==> src/rtl/ps2_cmd_queue.sv <==
// ps2_cmd_queue: buffers one-hot PS/2 key commands in a small circular FIFO.
// A processor reads them through port-mapped IN_PORT. Status and flag
// readback are on a second port ID, and a three-state handshake FSM
// drives IRQ.
module ps2_cmd_queue #(
    parameter int         DEPTH     = 4,
    parameter logic [7:0] CMD_PORT  = 8'h03,
    parameter logic [7:0] STAT_PORT = 8'h04
) (
    input  logic       Reloj,
    input  logic       RST,
    input  logic [7:0] CMD_IN,
    input  logic [7:0] PORT_ID,
    input  logic       READ_STROBE,
    input  logic       INT_ACK,
    output logic [7:0] IN_PORT,
    output logic       IRQ
);
    localparam int         PTR_W   = $clog2(DEPTH);
    localparam logic [3:0] DEPTH_C = 4'(DEPTH);

    typedef enum logic [1:0] {IDLE, REQ, SERV} irq_state_e;

    logic [7:0]       cmd_q, cmd_d, cmd_prev_q, cmd_prev_d;
    logic [PTR_W-1:0] wptr_q, wptr_d, rptr_q, rptr_d;
    logic [3:0]       count_q, count_d;
    logic             ovf_q, ovf_d, err_q, err_d;
    logic             rd_cmd_prev_q, rd_stat_prev_q;
    logic             pop_dly_q;
    irq_state_e       state_q, state_d;
    logic             irq_q, irq_d;
    logic [7:0]       in_port_q, in_port_d;
    logic [7:0]       mem_q [DEPTH];

    logic       rd_cmd, rd_stat, pop_ev, clr_ev;
    logic       push_ev, code_ok, push_ok, pop_ok, ovf_ev, err_ev;
    logic       full, empty;
    logic [5:0] low6;

    // Event detection: key change, strobe rising edges, queue accept/drop.
    always_comb begin
        low6    = cmd_q[5:0];
        rd_cmd  = READ_STROBE && (PORT_ID == CMD_PORT);
        rd_stat = READ_STROBE && (PORT_ID == STAT_PORT);
        pop_ev  = rd_cmd && !rd_cmd_prev_q;
        clr_ev  = rd_stat && !rd_stat_prev_q;
        full    = (count_q == DEPTH_C);
        empty   = (count_q == 4'd0);
        push_ev = (cmd_q != cmd_prev_q) && (cmd_q != 8'h00);
        code_ok = (cmd_q[7:6] == 2'b00) && (low6 != 6'd0) &&
                  ((low6 & (low6 - 6'd1)) == 6'd0);
        pop_ok  = pop_ev && !empty;
        // A full queue still takes a push when a pop frees a slot the same cycle.
        push_ok = push_ev && code_ok && (!full || pop_ok);
        ovf_ev  = push_ev && code_ok && full && !pop_ok;
        err_ev  = push_ev && !code_ok;
    end

    // Next-state for command sampling, pointers, count, flags and read data.
    always_comb begin
        cmd_d      = CMD_IN;
        cmd_prev_d = cmd_q;
        wptr_d     = push_ok ? PTR_W'(wptr_q + 1'b1) : wptr_q;
        rptr_d     = pop_ok  ? PTR_W'(rptr_q + 1'b1) : rptr_q;
        count_d    = count_q;
        if (push_ok && !pop_ok)      count_d = count_q + 4'd1;
        else if (pop_ok && !push_ok) count_d = count_q - 4'd1;
        // A new event in the clearing cycle wins over the clear.
        ovf_d = (ovf_q && !clr_ev) || ovf_ev;
        err_d = (err_q && !clr_ev) || err_ev;
        // Read data reflects state before this cycle's pop or clear.
        in_port_d = 8'h00;
        if (PORT_ID == CMD_PORT)
            in_port_d = empty ? 8'h00 : mem_q[rptr_q];
        else if (PORT_ID == STAT_PORT)
            in_port_d = {ovf_q, err_q, 1'b0, full, empty, count_q[2:0]};
    end

    // IRQ handshake: SERV leaves on the registered pop so IRQ re-arms via IDLE.
    always_comb begin
        state_d = state_q;
        unique case (state_q)
            IDLE:    if (count_q != 4'd0) state_d = REQ;
            REQ:     if (INT_ACK) state_d = SERV;
            SERV:    if (pop_dly_q || count_q == 4'd0) state_d = IDLE;
            default: state_d = IDLE;
        endcase
        irq_d = (state_d == REQ);
    end

    // Control and datapath registers, all cleared asynchronously.
    always_ff @(posedge Reloj or negedge RST) begin
        if (!RST) begin
            cmd_q          <= 8'h00;
            cmd_prev_q     <= 8'h00;
            wptr_q         <= '0;
            rptr_q         <= '0;
            count_q        <= 4'd0;
            ovf_q          <= 1'b0;
            err_q          <= 1'b0;
            rd_cmd_prev_q  <= 1'b0;
            rd_stat_prev_q <= 1'b0;
            pop_dly_q      <= 1'b0;
            state_q        <= IDLE;
            irq_q          <= 1'b0;
            in_port_q      <= 8'h00;
        end else begin
            cmd_q          <= cmd_d;
            cmd_prev_q     <= cmd_prev_d;
            wptr_q         <= wptr_d;
            rptr_q         <= rptr_d;
            count_q        <= count_d;
            ovf_q          <= ovf_d;
            err_q          <= err_d;
            rd_cmd_prev_q  <= rd_cmd;
            rd_stat_prev_q <= rd_stat;
            pop_dly_q      <= pop_ev;
            state_q        <= state_d;
            irq_q          <= irq_d;
            in_port_q      <= in_port_d;
        end
    end

    // FIFO storage; contents are never observed while the queue is empty.
    always_ff @(posedge Reloj) begin
        if (push_ok) mem_q[wptr_q] <= cmd_q;
    end

    assign IN_PORT = in_port_q;
    assign IRQ     = irq_q;
endmodule

==> config.mk <==
export PLATFORM = sky130hd
export DESIGN_NAME = ps2_cmd_queue
export DESIGN_NICKNAME = d
export VERILOG_FILES = /design/src/rtl/ps2_cmd_queue.sv
export SDC_FILE = /design/constraint.sdc
export NUM_CORES = 1
export LEC_CHECK = 0
export CAP_MARGIN = 5
export CELL_PAD_IN_SITES_DETAIL_PLACEMENT = 0
export CELL_PAD_IN_SITES_GLOBAL_PLACEMENT = 1
export CORE_MARGIN = 5
export CORE_UTILIZATION = 30
export CTS_CLUSTER_DIAMETER = 30
export DETAILED_ROUTE_END_ITERATION = 7
export PLACE_DENSITY = 0.62
export SLEW_MARGIN = 20
export SYNTH_ARGS = -nofsm -noshare
export SYNTH_HDL_FRONTEND = slang
export SYNTH_SLANG_ARGS = --single-unit
==> constraint.sdc <==
create_clock -name Reloj -period 8.35 [get_ports Reloj]
set_clock_uncertainty 0.2 [all_clocks]
set_input_delay 1.67 -clock Reloj [delete_from_list [all_inputs] [get_ports Reloj]]
set_output_delay 1.67 -clock Reloj [all_outputs]
set_load 0.005 [all_outputs]
==> flow_summary_export.csv, run 1 <==
group,metric,value,unit
status,status,"finished, final reports clean",
place,hpwl,3400,um
die,die_h,108,um
global_route,grt_overflow,0,
place,gp_congestion,0.658,
yosys,synth_area,0.00288,sq mm
global_route,grt_util_all_layers,9.68,%
clocking,clock_latency,0.33,ns
yosys,synthFlopType,"dfrtp_1",
power_and_ir_drop,sw_frac_of_total,25.7,%
global_route,grt_pass1_wl,8520,um
die,fp.dieW,108,um
yosys,yosys.area_share.simple,9.90,%
detailed_routing,initialDrtViolationCount,36,
worst_setup_path,path_max_fanout,8,
sta,relSlewSlack,39.9,%
finish,fin_nets,246,
yosys,synth_edf_count,32,
yosys,synth_mux_area_share,7.16,%
yosys,synthAdderAreaFrac,3.73,%
die,placementRows,35,
finish,antenna_cells,0,
sta,tightest_slew,0.902,ns
detailed_routing,final_antenna_net_count,0,
clocking,clock_path_buffers,2,
power_and_ir_drop,pwr-share-comb,13.6,%
clocking,hold_buffers,0,
clocking,cts_sinks,72,
global_route,grt_max_degree,41,
global_route,grt_pass1_vias,1682,
die,die_area,0.0117,sq mm
hold_path,worstHoldPathType,"reg -> reg",
worst_setup_path,worstSetupPathType,"in -> reg",
detailed_routing,drt-pass1-iter-count,4,
finish,nFillCells,907,
sta,tns,0,ns
place,place_ws,3.47,ns
sta,clock.fmax,0.222,GHz
die,io_pins,29,
yosys,netlist_instances,182,
yosys,ys_ff_latch,72,
finish,area_delta_synth_final,20.7,%
power_and_ir_drop,p_int,0.000582,W
detailed_routing,num_vias,1519,
power_and_ir_drop,clockPowerShare,31.2,%
yosys,synth_top_family_by_area,"simple AND/OR/NAND/NOR gates",
global_route,antenna_found_initial,0,
sta,period_needed,4.51,ns
clocking,post_cts.resized_instances,0,
clocking,cts_made_buffers,9,
yosys,synth_xor_area_share,4.56,%
detailed_routing,drc_errors,0,
finish,drive_gt1_share,15.7,%
detailed_routing,totalWireLength,5000,um
yosys,ys_warn_count,0,
power_and_ir_drop,power_leakage,1.31,nW
power_and_ir_drop,p_switching,0.000201,W
clocking,clk_pin_slew,0.07,ns
clocking,cts_tree,"built",
sta,final.setup.worst_slack,3.84,ns
worst_setup_path,worstPathArrival,4.53,ns
worst_setup_path,path_delay_family,"simple AND/OR/NAND/NOR gates",
worst_setup_path,crit_top_cell,"ha_1",
power_and_ir_drop,seq_power_share,55.2,%
power_and_ir_drop,power_density,225,mW/mm^2
run,max-cap-violations,0,
die,start_util,31.1,%
sta,finalCritPeriodShare,54.0,%
yosys,synth_sequential_area_ratio,68.1,%
sta,rsz0062_at_grt,"no",
worst_setup_path,cp_slowest_cell,"or4_4",
worst_setup_path,cpPeakStageDelay,0.54,ns
clocking,root_buffer,"clkbuf_8",
yosys,synth.net_count,210,
detailed_routing,viasPerCell,4.32,
detailed_routing,wl_per_cell,14.2,um
sta,slew_violations,0,
yosys,ys_types,39,
sta,hold_violations,0,
power_and_ir_drop,irDropWorstVdd,0.102,mV
clocking,postCtsSetupBuffers,0,
worst_setup_path,cp-start-kind,"input port",
clocking,cts-htree-levels,3,
worst_setup_path,worstPathCellList,"clkdlybuf4s50_1 > or4_4 > nor2_4 > a21oi_2 > nor3b_4 > ha_1 > inv_1 > ha_1 > a21o_1 > a21oi_1 > xnor2_1 > nor2_1 > xor2_1",
worst_setup_path,end_kind,"flip-flop",
sta,setup_violations,0,
yosys,postSynthAreaPerCell,15.8,sq um
worst_setup_path,critical_path_buf_inv_count,2,
yosys,synth-compound-area-share,4.82,%
yosys,async_reset_ff_share,55.6,%
worst_setup_path,cp.required,8.37,ns
die,core-area,0.00928,sq mm
place,port_buffers,28,
-- area by class of cell --
class / instances / area [sq um] / share of cell area [%]
Clock buffer: 13 / 159 / 4.57
Clock inverter: 3 / 16.3 / 0.467
Inverter: 10 / 37.5 / 1.08
Multi-Input combinational cell: 97 / 870 / 25.0
Sequential cell: 72 / 1960 / 56.4
Tap cell: 129 / 161 / 4.64
Timing Repair Buffer: 28 / 275 / 7.91
-- metrics by stage --
stage | hold slack, ns | area, sq um | utilization [%] | instances | total power (W)
4_1_cts | 0.277 | 3480 | 37.5 | 352 | 0.000797
2_1_floorplan | 0.243 | 2880 | - | 182 | 0.000507
5_1_grt | 0.306 | 3480 | 37.5 | 352 | 0.000830
3_3_place_gp | 0.270 | 3310 | 35.6 | 336 | 0.000548
3_5_place_dp | 0.262 | 3310 | 35.6 | 336 | 0.000549
6_report | 0.272 | 3480 | 37.5 | 352 | 0.000783
-- power by group through the flow --
| stage | Clock, W | Sequential, W | Combinational [W] |
|---|---|---|---|
| after global routing | 0.000266 | 0.000439 | 0.000125 |
| after global placement | 0 | 0.000441 | 0.000107 |
| after floorplan | 0 | 0.000430 | 0.0000773 |
| after detailed placement | 0 | 0.000441 | 0.000108 |
| final | 0.000244 | 0.000432 | 0.000107 |
| after CTS | 0.000254 | 0.000434 | 0.000109 |
-- layout by cell type (no fill, tap or decap), types with 2 or more instances in the layout --
cell type	synthesis	layout
a211oi_1	4	4
and2_1	2	2
and2_2	4	4
and3_1	2	2
and3b_1	2	2
clkbuf_1	1	2
clkbuf_8	0	11
clkdlybuf4s50_1	0	27
clkinv_2	0	2
dfrtp_1	40	40
edfxtp_1	32	32
ha_1	7	7
inv_1	10	10
mux4_2	8	8
nand2_1	8	8
nand3_1	4	4
nand3b_1	3	3
nand4_1	3	3
nor2_1	5	5
nor3_1	2	2
o21ai_0	9	9
o22ai_1	2	2
xnor2_1	14	14
-- metal layers --
metal	wire length (um)	track usage, %	vias to the layer above	part of all wire [%]
li1	-	-	730	-
met1	2260	11.7	746	45
met2	2360	15.6	37	47
met3	310	3.70	6	6.2
met4	64	3.79	0	1.3
met5	0	0	-	0
-- registers in the layout, summed over array words and instances, names as in the netlist, 2 cells and up --
name and flops:
mem_q 32, IN_PORT 8, cmd_prev_d 8, cmd_prev_q 8, count_q 4, rptr_q 2
state_q 2, wptr_q 2
-- cells by family (layout without fill, tap and decap cells) --
family,Yosys count,count (layout)
DFF,72,72
and+or+nand+nor,43,43
AOI/OAI and AO/OA,21,21
xor gates and xnor gates,15,15
buffers and inverters,13,54
muxes,10,10
adders and majority gates,8,8
-- synthesized netlist by cell type, types with 2 or more instances --
library cell  instances  share of area (%)
buf_2                 2               0.35
and2_2                4                1.0
edfxtp_1             32                 33
nor3_1                2               0.35
xnor2_1              14                4.3
nand3_1               4               0.69
nand4_1               3               0.65
o22ai_1               2               0.43
ha_1                  7                3.0
nand2_1               8                1.0
mux4_2                8                6.2
o21ai_0               9                1.6
nand3b_1              3               0.78
dfrtp_1              40                 35
and2_1                2               0.43
and3b_1               2               0.61
nor2_1                5               0.65
and3_1                2               0.43
inv_1                10                1.3
a211oi_1              4                1.0
-- path summary, 6_finish.rpt --
kind	cells past startpoint	startpoint	slack (ns)	endpoint
hold reg to reg	1	count_q[3]	0.27	count_q[3]
hold / removal	1	count_q[3]	0.27	count_q[3]
min in group asynchronous	1	RST	1.26	state_q[0]
setup reg to reg	12	cmd_prev_d[1]	4.99	count_q[3]
setup / recovery	13	PORT_ID[4]	3.84	count_q[3]
max in group asynchronous	1	RST	6.12	cmd_prev_q[5]
No activity file was read; power rests on OpenSTA's default activity.
==> run 2: changes to the inputs <==
Clock period 8.35 ns to 4.52 ns, I/O delays scaled along.
==> run 2 against run 1 <==
  * Cell count is the same
  * Clock-buffer cell count unchanged
  * Combinational power increased by 84%
  * Register-to-register slack worse by 3.8 ns
  * Global-route usage about the same
  * Clock power rose by 77%
  * Critical endpoint unchanged
  * Largest power group unchanged
==> flow_summary_export.csv, run 2 (synthesis results as in run 1) <==
group,metric,value,unit
status,status,"finished, final reports clean",
clocking,cts_sinks,72,
detailed_routing,drt-pass1-iter-count,4,
global_route,grt_overflow,0,
die,die_h,108,um
detailed_routing,drc_errors,0,
global_route,grt_pass1_vias,1658,
clocking,clock_path_buffers,2,
clocking,clk_pin_slew,0.07,ns
worst_setup_path,rr_startpoint,"cmd_prev_d[0]",
place,dpl_cell_area,0.00331,sq mm
clocking,hold_buffers,0,
run,max-cap-violations,0,
detailed_routing,initialDrtViolationCount,37,
finish,fin_area,0.00347,sq mm
worst_setup_path,reg2reg_setup_slack,1.16,ns
sta,relSlewSlack,40.2,%
sta,tightest_slew,0.897,ns
die,placementRows,35,
worst_setup_path,end_kind,"flip-flop",
finish,area_delta_synth_final,20.4,%
sta,period_needed,3.74,ns
worst_setup_path,worstSetupPathType,"in -> reg",
sta,finalCritPeriodShare,82.8,%
clocking,post_cts.resized_instances,0,
clocking,clock_latency,0.33,ns
clocking,cts_tree,"built",
die,core-area,0.00928,sq mm
sta,clock.fmax,0.267,GHz
die,die_area,0.0117,sq mm
global_route,grt_util_all_layers,9.71,%
hold_path,worstHoldPathType,"reg -> reg",
power_and_ir_drop,power_leakage,1.30,nW
hold_path,whs_path_depth,1,
finish,top_register,"mem_q",
hold_path,hp-start,"count_q[3]",
die,io_pins,29,
global_route,grt_max_degree,41,
finish,mostFrequentLayoutCell,"dfrtp_1",
clocking,cts-htree-levels,3,
detailed_routing,final_antenna_net_count,0,
place,hpwl,3390,um
worst_setup_path,cp-start-kind,"input port",
clocking,root_buffer,"clkbuf_8",
finish,antenna_cells,0,
worst_setup_path,reg2reg_depth,12,
finish,multi_input_comb_area,870,sq um
finish,largest_reg_flops,32,
power_and_ir_drop,power_density,411,mW/mm^2
sta,slew_violations,0,
hold_path,worstHoldEndpoint,"count_q[3]",
global_route,grt_pass1_wl,8510,um
place,gp_congestion,0.658,
clocking,postCtsSetupBuffers,0,
finish,nFillCells,908,
detailed_routing,wl_per_cell,14.1,um
worst_setup_path,worstPathArrival,3.76,ns
sta,setup_violations,0,
sta,rsz0062_at_grt,"no",
finish,drive_gt1_share,14.8,%
clocking,cts_made_buffers,9,
worst_setup_path,rr_endpoint,"count_q[3]",
worst_setup_path,cp.required,4.54,ns
power_and_ir_drop,irDropWorstVdd,0.178,mV
sta,hold_violations,0,
die,fp.dieW,108,um
detailed_routing,totalWireLength,4970,um
finish,regArea,0.00196,sq mm
finish,layout_common_cells,"dfrtp_1, edfxtp_1, clkdlybuf4s50_1",
detailed_routing,viasPerCell,4.31,
place,port_buffers,28,
sta,tns,0,ns
worst_setup_path,path_max_fanout,8,
die,start_util,31.1,%
global_route,antenna_found_initial,0,
detailed_routing,num_vias,1517,
finish,fin_nets,246,
-- run 2: cell types whose count changed in the layout (fill, tap and decap cells not counted), sizes merged --
cell and change:
clkinv +1, inv -1
-- run 2: routing by layer --
layer	global-route usage, %	vias to the layer above	wire length (um)
met3	3.64	5	315
met5	0	-	0
met1	12.1	740	2250
met4	3.25	0	27
met2	15.6	41	2380
li1	-	731	-
-- run 2: worst max path at each step --
stage | start | end | slack, ns
floorplan | PORT_ID[4] | count_q[3] | 1.03
CTS | PORT_ID[3] | count_q[3] | 0.77
finish | PORT_ID[4] | count_q[3] | 0.78
global placement | PORT_ID[4] | count_q[3] | 0.46
detailed placement | PORT_ID[4] | count_q[3] | 0.41
global route | PORT_ID[4] | count_q[3] | 0.59
-- run 2: worst max-delay path: stages --
cell	delay, ns
clkdlybuf4s50_1	0.40
or4_4	0.54
nor2_4	0.17
a21oi_2	0.09
nor3b_4	0.36
ha_1	0.25
inv_1	0.09
ha_1	0.28
a21o_1	0.18
a21oi_1	0.17
xnor2_1	0.13
nor2_1	0.06
xor2_1	0.14
-- run 2: final cells by class --
cell class | count | share of cell area (%)
clock buffers | 13 | 4.29
clock inverters | 3 | 0.505
inverters | 10 | 1.08
multi-input cells | 97 | 25.0
flip-flops and latches | 72 | 56.5
well taps | 129 | 4.65
repair buffers | 28 | 7.93
-- run 2: through the flow --
step                      std cells  total power (W)  setup WS (ns)  hold WS (ns)  util, %
after floorplan                 182         0.000937           1.03         0.243        -
after global placement          336          0.00101          0.458         0.270     35.6
after detailed placement        336          0.00101          0.407         0.266     35.6
after CTS                       352          0.00146          0.769         0.281     37.4
after global routing            352          0.00152          0.590         0.296     37.4
final                           352          0.00143          0.777         0.278     37.4
-- run 2: report_power, final --
group	internal, W	switching (W)	total [W]
clock network	0.000213	0.000218	0.000431
logic	0.000110	0.0000871	0.000197
registers	0.000737	0.0000628	0.000800
==> run 3: changes to the inputs <==
Clock period 4.52 ns to 3.7 ns, I/O delays scaled along.
==> run 3 against run 2 <==
  * Clock-buffer cell count decreased by 3
  * Critical endpoint unchanged
  * Final area is 2.6% higher
  * Core utilization is 0.98 points higher
  * Critical path depth unchanged
  * Worst setup slack worse by 0.40 ns
  * Combinational power rose by 22%
  * Global-route usage decreased by 0.20 points
==> flow_summary_export.csv, run 3 (synthesis results as in run 1) <==
group,metric,value,unit
clocking,clock_path_buffers,2,
worst_setup_path,end_kind,"flip-flop",
worst_setup_path,crit_top_cell,"ha_1",
die,start_util,31.1,%
clocking,cts_tree,"built",
power_and_ir_drop,p_switching,0.000461,W
detailed_routing,num_vias,1511,
worst_setup_path,cp-start-kind,"input port",
finish,largest_reg_flops,32,
finish,layout_common_cells,"dfrtp_1, edfxtp_1, clkdlybuf4s50_1",
sta,period_needed,3.33,ns
detailed_routing,initialDrtViolationCount,48,
worst_setup_path,rr_startpoint,"cmd_prev_d[0]",
global_route,antenna_found_initial,0,
detailed_routing,totalWireLength,4990,um
finish,top_register,"mem_q",
detailed_routing,final_antenna_net_count,0,
worst_setup_path,cp_slowest_cell,"or4_4",
global_route,grt_overflow,0,
power_and_ir_drop,seq_power_share,50.2,%
detailed_routing,viasPerCell,4.26,
worst_setup_path,rr_endpoint,"count_q[3]",
hold_path,worstHoldPathType,"reg -> reg",
finish,antenna_cells,0,
power_and_ir_drop,pwr-share-comb,12.3,%
detailed_routing,drc_errors,0,
clocking,cts_made_buffers,9,
run,max-cap-violations,0,
worst_setup_path,reg2reg_depth,12,
die,io_pins,29,
global_route,grt_pass1_vias,1581,
finish,mostFrequentLayoutCell,"dfrtp_1",
sta,clock.fmax,0.301,GHz
die,core-area,0.00928,sq mm
clocking,cts_sinks,72,
worst_setup_path,cp.required,3.73,ns
clocking,cts-htree-levels,3,
detailed_routing,drt-pass1-iter-count,4,
worst_setup_path,reg2reg_setup_slack,0.48,ns
clocking,clk_pin_slew,0.08,ns
power_and_ir_drop,irDropWorstVdd,0.247,mV
sta,hold_violations,0,
power_and_ir_drop,sw_frac_of_total,23.7,%
sta,worst_hold_slack,0.274,ns
global_route,grt_pass1_wl,8220,um
power_and_ir_drop,p_int,0.00148,W
worst_setup_path,critPathLaunch,"PORT_ID[4]",
clocking,post_cts.resized_instances,0,
worst_setup_path,worstPathCellList,"clkdlybuf4s50_1 > or4_4 > nor2_4 > a21oi_2 > nor3b_4 > ha_1 > inv_1 > ha_1 > a21o_1 > a21oi_1 > xnor2_1 > nor2_1 > xor2_1",
power_and_ir_drop,clockPowerShare,37.5,%
finish,drive_gt1_share,16.8,%
sta,tns,0,ns
sta,rsz0062_at_grt,"no",
sta,relSlewSlack,39.9,%
place,hpwl,3420,um
place,gp_congestion,0.712,
global_route,grt_util_all_layers,9.51,%
clocking,root_buffer,"clkbuf_8",
clocking,clock_latency,0.34,ns
worst_setup_path,worstPathArrival,3.35,ns
die,placementRows,35,
die,fp.dieW,108,um
place,port_buffers,28,
worst_setup_path,path_max_fanout,3,
die,die_area,0.0117,sq mm
hold_path,hp-start,"state_q[1]",
clocking,hold_buffers,0,
status,status,"finished, final reports clean",
hold_path,worstHoldEndpoint,"state_q[0]",
power_and_ir_drop,power_density,545,mW/mm^2
finish,fin_nets,249,
sta,tightest_slew,0.902,ns
worst_setup_path,worstSetupPathType,"in -> reg",
detailed_routing,wl_per_cell,14.1,um
clocking,postCtsSetupBuffers,0,
global_route,grt_max_degree,41,
finish,area_delta_synth_final,23.6,%
sta,slew_violations,0,
die,die_h,108,um
power_and_ir_drop,power_leakage,1.35,nW
sta,setup_violations,0,
hold_path,whs_path_depth,1,
worst_setup_path,cpPeakStageDelay,0.54,ns
sta,finalCritPeriodShare,89.9,%
run 3: power groups by stage:
stage	registers (W)	clock network, W	logic, W
final	0.000974	0.000728	0.000240
after global routing	0.000987	0.000781	0.000278
after CTS	0.000976	0.000747	0.000245
after detailed placement	0.000992	0	0.000243
after global placement	0.000993	0	0.000240
after floorplan	0.000971	0	0.000174
run 3: routing by layer:
metal	GRT usage (%)	part of all wire, %	vias up
li1	-	-	737
met3	3.46	5.5	9
met2	14.9	46	39
met1	11.6	46	726
met4	4.60	2.0	0
met5	0	0	-
run 3: critical path, delay by kind of cell:
kind / cells / cell delay, ns
AND/OR/NAND/NOR: 4 / 0.92
adder cells (fa/ha/maj): 2 / 0.50
buffers and inverters: 2 / 0.49
AO/OA/AOI/OAI: 3 / 0.42
XOR/XNOR: 2 / 0.27
run 3: cell type report:
type	instances	area [sq um]
fillers	896	5720
inverters	10	37.5
well taps	129	161
clock inverters	6	108
multi-input cells	97	870
flip-flops and latches	72	1960
clock buffers	10	128
repair buffers	31	298
run 3: metrics by stage:
| step | cell area, sq um | power, W | utilization [%] | std cells | setup slack, ns |
|---|---|---|---|---|---|
| global placement | 3330 | 0.00123 | 35.8 | 339 | 0.0551 |
| finish | 3560 | 0.00194 | 38.4 | 355 | 0.374 |
| detailed placement | 3330 | 0.00124 | 35.8 | 339 | 0.0123 |
| global route | 3560 | 0.00205 | 38.4 | 355 | 0.259 |
| floorplan | 2880 | 0.00114 | - | 182 | 0.370 |
| CTS | 3560 | 0.00197 | 38.4 | 355 | 0.380 |
run 3: worst max-delay path by stage:
stage | slack [ns] | endpoint
finish | 0.37 | count_q[3]
CTS | 0.38 | count_q[3]
global placement | 0.06 | count_q[3]
floorplan | 0.37 | count_q[3]
global route | 0.26 | count_q[3]
detailed placement | 0.01 | count_q[3]
